**src/rtl/pipemem_stage.sv**
```systemverilog
// MEM stage: issues loads and stores on a variable-latency req/ack bus and stalls the front of the pipe until the access finishes.
// Also registers the MEM/WB fields, inserting a bubble on every stalled cycle.
module pipemem_stage #(
    parameter int unsigned TIMEOUT = 255
) (
    input  logic        clock,
    input  logic        resetn,
    input  logic        mwreg,
    input  logic        mm2reg,
    input  logic        mwmem,
    input  logic [31:0] malu,
    input  logic [31:0] mb,
    input  logic [4:0]  mrn,
    output logic        bus_req,
    output logic        bus_we,
    output logic [31:0] bus_addr,
    output logic [31:0] bus_wdata,
    input  logic [31:0] bus_rdata,
    input  logic        bus_ack,
    output logic        mem_stall,
    output logic        merr,
    output logic        wwreg,
    output logic        wm2reg,
    output logic [31:0] wmo,
    output logic [31:0] walu,
    output logic [4:0]  wrn
);

    typedef enum logic {
        S_IDLE,
        S_WAIT
    } state_e;

    localparam logic [7:0] LAST_WAIT = 8'(TIMEOUT - 1);

    state_e      state_q, state_d;
    logic        done_q, done_d;
    logic [7:0]  cnt_q, cnt_d;
    logic [31:0] rdata_q, rdata_d;
    logic        bus_req_q, bus_req_d;
    logic        bus_we_q, bus_we_d;
    logic [31:0] bus_addr_q, bus_addr_d;
    logic [31:0] bus_wdata_q, bus_wdata_d;
    logic        merr_q, merr_d;
    logic        wwreg_q, wwreg_d;
    logic        wm2reg_q, wm2reg_d;
    logic [31:0] wmo_q, wmo_d;
    logic [31:0] walu_q, walu_d;
    logic [4:0]  wrn_q, wrn_d;

    logic memop;

    // done marks "this instruction's access has finished"; it is what releases the stall.
    assign memop     = mm2reg | mwmem;
    assign mem_stall = memop & ~done_q;

    always_comb begin
        // NOTE: every _d takes its hold value first, so no path through this block can infer a latch.
        state_d     = state_q;
        done_d      = done_q;
        cnt_d       = cnt_q;
        rdata_d     = rdata_q;
        bus_req_d   = bus_req_q;
        bus_we_d    = bus_we_q;
        bus_addr_d  = bus_addr_q;
        bus_wdata_d = bus_wdata_q;
        merr_d      = 1'b0;
        wwreg_d     = wwreg_q;
        wm2reg_d    = wm2reg_q;
        wmo_d       = wmo_q;
        walu_d      = walu_q;
        wrn_d       = wrn_q;

        case (state_q)
            S_IDLE: begin
                if (memop && !done_q) begin
                    state_d     = S_WAIT;
                    bus_req_d   = 1'b1;
                    bus_we_d    = mwmem;
                    bus_addr_d  = {malu[31:2], 2'b00};
                    bus_wdata_d = mb;
                    cnt_d       = 8'd0;
                end
            end
            S_WAIT: begin
                if (bus_ack) begin
                    rdata_d   = bus_rdata;
                    bus_req_d = 1'b0;
                    done_d    = 1'b1;
                    state_d   = S_IDLE;
                end else if (cnt_q == LAST_WAIT) begin
                    // Abandon the access: the load still writes back, with zero data.
                    rdata_d   = 32'd0;
                    bus_req_d = 1'b0;
                    done_d    = 1'b1;
                    merr_d    = 1'b1;
                    state_d   = S_IDLE;
                end else begin
                    cnt_d = cnt_q + 8'd1;
                end
            end
            default: state_d = S_IDLE;
        endcase

        // The FSM only sets done while stalled, so clearing it here never collides.
        if (!mem_stall) begin
            wwreg_d  = mwreg;
            wm2reg_d = mm2reg;
            walu_d   = malu;
            wrn_d    = mrn;
            wmo_d    = memop ? rdata_q : 32'd0;
            done_d   = 1'b0;
        end else begin
            wwreg_d  = 1'b0;
            wm2reg_d = 1'b0;
            wrn_d    = 5'd0;
        end
    end

    // NOTE: state uses non-blocking assignments so every flop samples the pre-edge values.
    always_ff @(posedge clock or negedge resetn) begin
        if (!resetn) begin
            state_q     <= S_IDLE;
            done_q      <= 1'b0;
            cnt_q       <= 8'd0;
            rdata_q     <= 32'd0;
            bus_req_q   <= 1'b0;
            bus_we_q    <= 1'b0;
            bus_addr_q  <= 32'd0;
            bus_wdata_q <= 32'd0;
            merr_q      <= 1'b0;
            wwreg_q     <= 1'b0;
            wm2reg_q    <= 1'b0;
            wmo_q       <= 32'd0;
            walu_q      <= 32'd0;
            wrn_q       <= 5'd0;
        end else begin
            state_q     <= state_d;
            done_q      <= done_d;
            cnt_q       <= cnt_d;
            rdata_q     <= rdata_d;
            bus_req_q   <= bus_req_d;
            bus_we_q    <= bus_we_d;
            bus_addr_q  <= bus_addr_d;
            bus_wdata_q <= bus_wdata_d;
            merr_q      <= merr_d;
            wwreg_q     <= wwreg_d;
            wm2reg_q    <= wm2reg_d;
            wmo_q       <= wmo_d;
            walu_q      <= walu_d;
            wrn_q       <= wrn_d;
        end
    end

    assign bus_req   = bus_req_q;
    assign bus_we    = bus_we_q;
    assign bus_addr  = bus_addr_q;
    assign bus_wdata = bus_wdata_q;
    assign merr      = merr_q;
    assign wwreg     = wwreg_q;
    assign wm2reg    = wm2reg_q;
    assign wmo       = wmo_q;
    assign walu      = walu_q;
    assign wrn       = wrn_q;

endmodule

```
**config.mk**
```make
export PLATFORM = sky130hd
export DESIGN_NAME = pipemem_stage
export DESIGN_NICKNAME = d
export VERILOG_FILES = /design/src/rtl/pipemem_stage.sv
export SDC_FILE = /design/constraint.sdc
export NUM_CORES = 1
export LEC_CHECK = 0
export ABC_CLOCK_PERIOD_IN_PS = 2200
export CORE_MARGIN = 3
export CORE_UTILIZATION = 40
export DETAILED_ROUTE_END_ITERATION = 16
export PLACE_DENSITY = 0.73
export SYNTH_ARGS = -nofsm -noshare
export SYNTH_HDL_FRONTEND = slang
export SYNTH_SLANG_ARGS = --single-unit
export TNS_END_PERCENT = 30
```
**constraint.sdc**
```tcl
create_clock -name clock -period 2.2 [get_ports clock]
set_input_delay 0.44 -clock clock [delete_from_list [all_inputs] [get_ports clock]]
set_output_delay 0.44 -clock clock [all_outputs]
set_load 0.03 [all_outputs]
```
# After elaboration in Yosys (flattened, before gate mapping)
# Index checks and enable logic that the tools add are counted.
[totals]
ff_bits = 178
input_bits = 107
output_inout_bits = 139
wordCells = 59
[classes]
addsub = 1
eq_ne = 7
mux = 25
bitwise = 4
reduce_logical = 8
[ops]
columns = ["cell", "count"]
rows = [
  ["32-bit 2-to-1 mux", 3],
  ["8-bit 2-to-1 mux", 3],
  ["8-bit one-hot mux with 2 select lines", 1],
  ["1-bit 2-to-1 mux", 15],
  ["8-bit by 1-bit adder with 8-bit output, second input constant", 1],
  ["8-bit equality test, second input constant", 1],
  ["2-bit AND reduction", 4],
  ["2-bit != test, second input constant", 3],
  ["3-bit by 2-bit != test with 1-bit output, second input constant", 2],
  ["5-bit 2-to-1 mux", 1],
  ["1-bit one-hot mux with 2 select lines", 2],
  ["3-bit AND reduction", 1],
  ["2-bit by 1-bit != test with 1-bit output, second input constant", 1],
  ["1-bit NOT", 2],
  ["2-bit nonzero test", 1],
  ["1-bit AND", 1],
  ["1-bit logical AND", 1],
  ["1-bit logical NOT", 1],
  ["1-bit OR", 1],
]

# Depth between registers and ports, before layout
# Gate-level depths: netlist (run 1).
[logic_depth]
word_depth = 5
ltp_mapped = 7
ltp_nobuf = 6

# Worst setup path before layout (run 1)
# Ideal clock, no wire load.
[synth_timing]
path_kind = "register to register"
from = "register done_q"
to = "register walu_q[28], in the netlist walu[28]"
setup_time_ns = 0.125
t_arrival_ns = 1.514
required_time_ns = 2.075
slack_ns = 0.562
stages_incl_launch_ff = 6
path_buffers = 3
period_less_slack_ns = 1.638
cell_sequence = "dfrtp_1 > buf_4 > nor2_1 > buf_2 > buf_2 > mux2_2"
[synth_via]
elab_chain_cells = 2
[synth_lines]
columns = ["item", "line_no", "rtl"]
rows = [
  ["start: declaration", "37", "logic done_q, done_d;"],
  ["start signal: assignment", "139", "done_q <= done_d;"],
  ["1-bit NOT", "55", "assign mem_stall = memop & ~done_q;"],
  ["1-bit AND", "55", ""],
  ["net mem_stall", "20", "output logic mem_stall,"],
  ["end signal: assignment", "150", "walu_q <= walu_d;"],
  ["end: declaration", "48", "logic [31:0] walu_q, walu_d;"],
]
# The timed path passes the listed nets, and every way through them passes these cells.
# A chain may end at the register's enable or synchronous reset.

# Worst setup path after layout (run 1)
[layout_timing]
from = "register bus_addr_q[4], in the netlist bus_addr[4]"
to = "output bus_addr[4]"
[layout_lines]
columns = ["item", "line_no", "rtl"]
rows = [
  ["start: declaration", "42", "logic [31:0] bus_addr_q, bus_addr_d;"],
  ["start signal: assignment", "144", "bus_addr_q <= bus_addr_d;"],
  ["end: declaration", "16", "output logic [31:0] bus_addr,"],
]
# No word-level cell between the ends.

==> results of run 1 <==
## flip-flops by register name, summed over array words and instances (netlist names)
register	flops
bus_addr	30
bus_req	1
bus_wdata	32
bus_we	1
cnt_q	8
done_q	1
merr	1
rdata_q	32
state_q	1
walu	32
wm2reg	1
wmo	32
wrn	5
wwreg	1
## worst max path at each step
| stage | start | end | slack (ps) |
|---|---|---|---|
| floorplan | done_q$_DFFE_PN0P_ | walu[28]$_DFFE_PN0N_ | 560 |
| finish | bus_addr[4]$_DFFE_PN0P_ | bus_addr[4] | 260 |
| CTS | bus_addr[4]$_DFFE_PN0P_ | bus_addr[4] | 230 |
| global route | cnt_q[0]$_DFFE_PN0P_ | cnt_q[6]$_DFFE_PN0P_ | 190 |
| global placement | mwmem | cnt_q[1]$_DFFE_PN0P_ | 80 |
| detailed placement | mwmem | cnt_q[4]$_DFFE_PN0P_ | 70 |
## area by class of cell
type                            instances  area, um2
Multi-Input combinational cell        372       2160
Sequential cell                       178       4460
Tap cell                              220        275
Inverter                                2       7.51
Clock inverter                         10        149
Timing Repair Buffer                  259       2620
Clock buffer                           21        470
Fill cell                            1315       6450
## routing by layer
metal | track usage | part of all wire | vias up
met2 | 0.319 | 0.50 | 187
met5 | 0 | 0 | -
met3 | 0.0607 | 0.079 | 35
met1 | 0.226 | 0.40 | 2512
li1 | - | - | 2419
met4 | 0.0834 | 0.028 | 0
## through the flow
step | setup WS, ps | power, uW
global route | 193 | 16100
detailed placement | 66.8 | 12200
CTS | 230 | 15500
global placement | 82.1 | 12000
floorplan | 562 | 9240
finish | 264 | 15300
## logic make-up after synthesis
kind of cell               Yosys count  share of synthesized area
buffers and inverters               38                     0.0296
adders and majority gates            2                    0.00368
muxes                               66                      0.103
and+or+nand+nor                    257                      0.152
other                                1                   0.000552
DFF                                178                      0.655
AOI/OAI and AO/OA                   45                     0.0559
## worst register-to-register path, delay by kind of cell, from the launching register on
kind / cells / cell delay [ps]
buffers and inverters: 1 / 80
AO/OA/AOI/OAI: 2 / 620
multiplexers: 1 / 390
flip-flops: 1 / 420
AND/OR/NAND/NOR: 1 / 110
adder cells (fa/ha/maj): 1 / 140
## timing repair
item / in CTS / in global routing
endpoints found under the hold margin: 49 / 0
hold buffers: 1 / 0
setup buffers: 0 / 0
setup endpoints to repair: 0 / 0
## power groups by stage
stage          clock network [uW]  registers [uW]  logic, uW
6_report                     3140            5350       6790
5_1_grt                      3350            5520       7250
3_5_place_dp                    0            5390       6860
2_1_floorplan                   0            7250       1990
4_1_cts                      3220            5360       6880
3_3_place_gp                    0            5320       6730
## cell usage in the layout, fill, tap and decap left out, types with 2 or more instances in the layout
master             n
buf_12             5
buf_4             11
bufinv_16          3
ha_1               2
nor2_4             2
mux2i_1           33
inv_1              2
dfrtp_1          177
nand2_1          193
nand3_1            6
nor3_1             3
mux2_2            33
o21ai_2            2
nor2_1            36
clkdlybuf4s50_1  241
and2_1             3
clkbuf_8           3
o21ai_0            3
nor2b_1            7
conb_1             2
clkbuf_16         17
clkinvlp_4         4
a22o_1            33
a21o_1             2
a211o_1            2
==> metrics.cfg, run 1 <==
[pwr]
clockPowerShare=0.206
switching_power_uw=5940
peakVddDrop_v=0.000834
power_density_nw_per_um2=1510
swShare=0.388
power.leakage_uw=0.00465
p_comb_frac=0.444
intPower_uw=9350
pwr-share-seq=0.350

[floorplanning]
fp.dieArea_um2=18600
io_pins=246
core-area_um2=16600
fp.dieH_um=136
rows=47
initial_core_util=0.410
die-width_um=136

[yosys]
syn_inst=587
synth_ff_type=dfrtp_1
ys_top_cells_by_count=nand2_1, dfrtp_1, nor2_1
synth_cell_types=32
avgSynthCellArea_um2=11.6
synth_top_area_cell=dfrtp_1
ys_ff_latch=178
synth_top_area_share=0.655
synth_seq_area_share=0.655
synthArstFlopShare=1.00
yosys-top-cells-area=dfrtp_1, nand2_1, mux2_2
yosysWarnings=0
synth-edff-count=0
syn_area_um2=6800
synth_most_common_cell=nand2_1

[finish]
final_nets=939
area_growth_pct=49.1
drive_gt1_frac=0.105
finish.utilization=0.611
final_area_um2=10100
layoutNonFillerInstCount=1062
antenna_cells=0

[setup_path]
timing.rr.start=cnt_q[0]$_DFFE_PN0P_
crit_cells=1
worst_ep_arrival_time_ps=1500
r2r_setup_slack_ps=330
critPathTopFamily=buffers and inverters
critPathBufInv=1
end_kind=output pin
crit_chain=clkdlybuf4s50_1
reg2reg_to=cnt_q[6]$_DFFE_PN0P_
max_stage_delay_ps=690
path_class=flip-flop to output pin
cp_max_fo=2
reg2reg_depth=6
crit_path_top_delay_cell=clkdlybuf4s50_1
cp.required_ps=1760
worst_setup_path_start_kind=flip-flop

[sta]
finalSetupViolations=0
skew_ps=7.74
relSlewSlack=0.613
max_freq_mhz=516
whs_ps=472
rsz0062_at_grt=false
min_period_over_period=0.880
min_period_ps=1940
hold_viol=0
final_max_slew_viol_count=0
worst_pin_slew_ps=581
tns_ps=0

[clock_network]
clk_pin_slew_ps=70
cts.sinks=178
cts_tree=done
cts_buffer_depth=2
htreeDepth=4
cts_root_buf=clkbuf_16
cts_resized=0
clk_latency_ps=420
cts_buffers=17

[route]
avgRoutedWirePerCell_um=16.5
ant_nets=0
drtIter0Drc=190
totalWireLength_mm=17.5
post-route-drc-count=0
viasPerCell=4.85
num_vias=5153
dr.pass1.iters=4

[place]
placed_cells_incl_taps=1030
dp_hpwl_mm=12.3
placed_cell_area_um2=9510
portBuffers=243
gp_congestion=0.819

[job]
cap_violations=0

[min_path]
worstHoldPathType=flip-flop to flip-flop
hold-path-endpoint=bus_addr[25]$_DFFE_PN0P_
hp-start=bus_addr[25]$_DFFE_PN0P_
holdPathStages=2

[outcome]
status=finished clean

[global_route]
grt_overflow_total=0
track_usage=0.191
antenna_found_initial=0
grt_max_degree=54
grt_pass1_wl_mm=27.7
grt_pass1_vias=5528

Note: power is estimated with default switching activity, not from simulation.
==> run 2: changes to the inputs <==
--- a/config.mk
+++ b/config.mk
@@ -5,11 +5,12 @@
 export SDC_FILE = /design/constraint.sdc
 export NUM_CORES = 1
 export LEC_CHECK = 0
-export ABC_CLOCK_PERIOD_IN_PS = 2200
+export CELL_PAD_IN_SITES_DETAIL_PLACEMENT = 0
+export CELL_PAD_IN_SITES_GLOBAL_PLACEMENT = 1
 export CORE_MARGIN = 3
-export CORE_UTILIZATION = 40
+export CORE_UTILIZATION = 34
 export DETAILED_ROUTE_END_ITERATION = 16
-export PLACE_DENSITY = 0.73
+export PLACE_DENSITY_LB_ADDON = 0.1
 export SYNTH_ARGS = -nofsm -noshare
 export SYNTH_HDL_FRONTEND = slang
 export SYNTH_SLANG_ARGS = --single-unit
==> run 2 against run 1 <==
Net effect: sequential cell count unchanged; die area up 17%; design area up 0.78%; fmax shrank 3.3%; clock skew is 0.75 ps higher; non-clock buffer count grew 4; critical endpoint is now mem_stall; largest power group unchanged.
==> metrics.cfg, run 2 (synthesis results as in run 1) <==
[outcome]
status=finished clean

[sta]
min_period_over_period=0.911
max_freq_mhz=499
worst_pin_slew_ps=526
skew_ps=8.49
finalSetupViolations=0
rsz0062_at_grt=false
min_period_ps=2000
tns_ps=0
hold_viol=0
final_max_slew_viol_count=0
whs_ps=473
relSlewSlack=0.649

[setup_path]
cp_max_fo=6
max_stage_delay_ps=540
crit_chain=clkdlybuf4s50_1, nor2_4, nor2_4, buf_4, buf_4
worst_setup_path_start_kind=input port
cp.required_ps=1760
path_class=input port to output pin
critPathBufInv=3
critPathTopFamily=buffers and inverters
crit_path_top_delay_cell=clkdlybuf4s50_1
end_kind=output pin
worst_ep_arrival_time_ps=1560

[clock_network]
cts_buffer_depth=2
cts.sinks=178
cts_tree=done
cts_buffers=17
cts_resized=0
postCtsSetupBuffers=0
htreeDepth=4
clk_latency_ps=420
cts_hold_buf=1
clk_pin_slew_ps=60
cts_root_buf=clkbuf_16

[global_route]
grt_max_degree=54
track_usage=0.168
grt_pass1_vias=5433
grt_pass1_wl_mm=29.1
grt_overflow_total=0
antenna_found_initial=0

[route]
viasPerCell=4.56
drtIter0Drc=192
ant_nets=0
totalWireLength_mm=17.8
post-route-drc-count=0
num_vias=5072
avgRoutedWirePerCell_um=16.0
dr.pass1.iters=4

[job]
cap_violations=0

[finish]
mostFrequentLayoutCells=clkdlybuf4s50_1, nand2_1, dfrtp_1, nor2_1
layout_commonest_cell=clkdlybuf4s50_1
ff_latch_area_um2=4460
multi_input_area_um2=2160
drive_gt1_frac=0.110
area_growth_pct=50.2
layoutNonFillerInstCount=1112
final_nets=943
fill_cells=1745
antenna_cells=0

[floorplanning]
io_pins=246
fp.dieH_um=147
initial_core_util=0.348
rows=51
fp.dieArea_um2=21700
core-area_um2=19500
die-width_um=147

[place]
gp_congestion=0.783
placed_cells_incl_taps=1079
dp_hpwl_mm=12.4
portBuffers=243

[pwr]
peakVddDrop_v=0.000632
power_density_nw_per_um2=1490
power.leakage_uw=0.00468

[min_path]
worstHoldPathType=flip-flop to flip-flop

## run 2: path summary, 6_finish.rpt
path                                     startpoint                   endpoint  slack [ps]  cells past startpoint
setup reg to reg               cnt_q[0]$_DFFE_PN0P_       cnt_q[6]$_DFFE_PN0P_         330                      6
setup / recovery                              mwmem                  mem_stall         200                      5
hold reg to reg            bus_addr[23]$_DFFE_PN0P_   bus_addr[23]$_DFFE_PN0P_         470                      2
max in group asynchronous                    resetn   bus_addr[17]$_DFFE_PN0P_         960                      3
hold / removal             bus_addr[23]$_DFFE_PN0P_   bus_addr[23]$_DFFE_PN0P_         470                      2
min in group asynchronous                    resetn  bus_wdata[18]$_DFFE_PN0P_         530                      2
## run 2: where the power goes
group	switching, uW	internal, uW
Clock	1270	1740
Sequential	744	4580
Combinational	3910	2920
## run 2: area by class of cell
class / instances / share of cell area
Sequential cell: 178 / 0.436
Clock inverter: 12 / 0.0127
Clock buffer: 20 / 0.0447
Inverter: 2 / 0.000735
Tap cell: 265 / 0.0325
Timing Repair Buffer: 263 / 0.262
Multi-Input combinational cell: 372 / 0.212
## run 2: metal layers
layer | up-vias | GRT usage | wire (um)
li1 | 2415 | - | -
met1 | 2492 | 0.210 | 7390
met2 | 154 | 0.277 | 8790
met3 | 11 | 0.0616 | 1440
met4 | 0 | 0.0461 | 151
met5 | - | 0 | 0
## run 2: per-stage QoR
| step | util | area, um2 | setup WS [ps] | total power, uW |
|---|---|---|---|---|
| floorplan | - | 6800 | 562 | 9240 |
| global placement | 0.493 | 9620 | 74.8 | 12200 |
| finish | 0.523 | 10200 | 197 | 15200 |
| CTS | 0.523 | 10200 | 167 | 15400 |
| detailed placement | 0.493 | 9620 | 37.2 | 12300 |
| global route | 0.523 | 10200 | 133 | 16100 |
## run 2: worst register-to-register path: stages, from the launching register on
cell and delay, ps:
dfrtp_1 420, inv_1 70, ha_1 140, nand3_1 110, o21ai_2 460, mux2_2 390, a21o_1 170
==> run 3: changes to the inputs <==
--- a/config.mk
+++ b/config.mk
@@ -7,8 +7,10 @@
 export LEC_CHECK = 0
 export CELL_PAD_IN_SITES_DETAIL_PLACEMENT = 0
 export CELL_PAD_IN_SITES_GLOBAL_PLACEMENT = 1
+export CORE_ASPECT_RATIO = 1.1
 export CORE_MARGIN = 3
 export CORE_UTILIZATION = 34
+export CTS_CLUSTER_DIAMETER = 60
 export DETAILED_ROUTE_END_ITERATION = 16
 export PLACE_DENSITY_LB_ADDON = 0.1
 export SYNTH_ARGS = -nofsm -noshare
==> run 3 against run 2 <==
Net effect: sequential share of layout area up 0.15 points; total power down 0.21%; sequential power about the same; clock power about the same; first-iteration DRC count down 13%.
==> metrics.cfg, run 3 (synthesis results as in run 1) <==
[clock_network]
htreeDepth=4
cts_buffers=17
cts.sinks=178
cts_tree=done
cts_buffer_depth=2
clk_pin_slew_ps=70
postCtsSetupBuffers=0
cts_resized=0
cts_hold_buf=1
cts_root_buf=clkbuf_16
clk_latency_ps=420

[route]
drtIter0Drc=167
m1WireLength_mm=7.23
wl_met3_mm=1.45
totalWireLength_mm=17.9
avgRoutedWirePerCell_um=16.4
post-route-drc-count=0
num_vias=5096
dr.max_layer_used=met4
routed-wl-met2_mm=9.05
viasPerCell=4.67
ant_nets=0
dr.pass1.iters=4

[place]
placed_cells_incl_taps=1059
gp_congestion=0.735
dp_hpwl_mm=12.4
placed_cell_area_um2=9580
portBuffers=243

[sta]
final_max_slew_viol_count=0
skew_ps=12.2
hold_viol=0
max_freq_mhz=513
finalSetupViolations=0
min_period_ps=1950
min_period_over_period=0.886
worst_pin_slew_ps=544
tns_ps=0
relSlewSlack=0.637
rsz0062_at_grt=false

[global_route]
grt_pass1_vias=5330
antenna_found_initial=0
grt_overflow_total=0
track_usage=0.166
grt_pass1_wl_mm=28.6
grt_max_degree=59

[floorplanning]
rows=53
die-width_um=141
core-area_um2=19400
initial_core_util=0.351
fp.dieArea_um2=21700
io_pins=246
fp.dieH_um=154

[setup_path]
reg2reg_depth=6
end_kind=output pin
worst_setup_path_start_kind=input port
cp_max_fo=5
worst_ep_arrival_time_ps=1510
cp.required_ps=1760
timing.rr.start=cnt_q[0]$_DFFE_PN0P_
r2r_setup_slack_ps=330
path_class=input port to output pin
reg2reg_to=cnt_q[6]$_DFFE_PN0P_

[finish]
layout_commonest_cell=clkdlybuf4s50_1
layoutNonFillerInstCount=1092
drive_gt1_frac=0.109
final_area_um2=10200
antenna_cells=0
area_growth_pct=49.7
final_nets=941
fill_cells=1688
mostFrequentLayoutCells=clkdlybuf4s50_1, nand2_1, dfrtp_1, nor2_1

[pwr]
peakVddDrop_v=0.000759
fin_total_pwr_uw=15100
power_density_nw_per_um2=1490
power.leakage_uw=0.00467

[min_path]
hold-path-endpoint=bus_addr[14]$_DFFE_PN0P_
holdPathStages=2
worstHoldPathType=flip-flop to flip-flop
hp-start=bus_addr[14]$_DFFE_PN0P_

[outcome]
status=finished clean

[job]
cap_violations=0

run 3: worst max-delay path by stage:
stage | end | slack (ps) | startpoint | cells after the start
floorplan | walu[28]$_DFFE_PN0N_ | 560 | done_q$_DFFE_PN0P_ | 5
global placement | cnt_q[4]$_DFFE_PN0P_ | 90 | mwmem | 5
detailed placement | cnt_q[4]$_DFFE_PN0P_ | 50 | mwmem | 5
CTS | mem_stall | 220 | mwmem | 4
global route | cnt_q[6]$_DFFE_PN0P_ | 190 | cnt_q[0]$_DFFE_PN0P_ | 6
finish | mem_stall | 250 | mwmem | 4
run 3: critical path, stage by stage:
cell and delay (ps):
clkdlybuf4s50_1 530, nor2_4 80, nor2_4 240, buf_4 220
run 3: layer usage:
metal,track usage,vias to the layer above
li1,-,2411
met1,0.203,2514
met2,0.278,159
met3,0.0600,12
met4,0.0448,0
met5,0,-
run 3: report_power, final:
group | leakage [uW] | switching (uW) | internal (uW)
registers | 0.00222 | 742 | 4580
clock network | 0.000289 | 1390 | 1610
logic | 0.00216 | 3910 | 2900
run 3: cell type report:
cell class	instances	area [um2]	share of cell area
Sequential cell	178	4460	0.438
Tap cell	247	309	0.0304
Inverter	2	7.51	0.000737
Timing Repair Buffer	261	2660	0.261
Multi-Input combinational cell	372	2160	0.212
Clock inverter	15	164	0.0161
Clock buffer	17	425	0.0418
run 3: through the flow:
stage | hold WS (ps) | setup WS (ps) | utilization
2_1_floorplan | 144 | 562 | -
3_3_place_gp | 420 | 87.2 | 0.495
5_1_grt | 498 | 186 | 0.526
3_5_place_dp | 425 | 54.3 | 0.495
4_1_cts | 479 | 217 | 0.526
6_report | 473 | 251 | 0.526
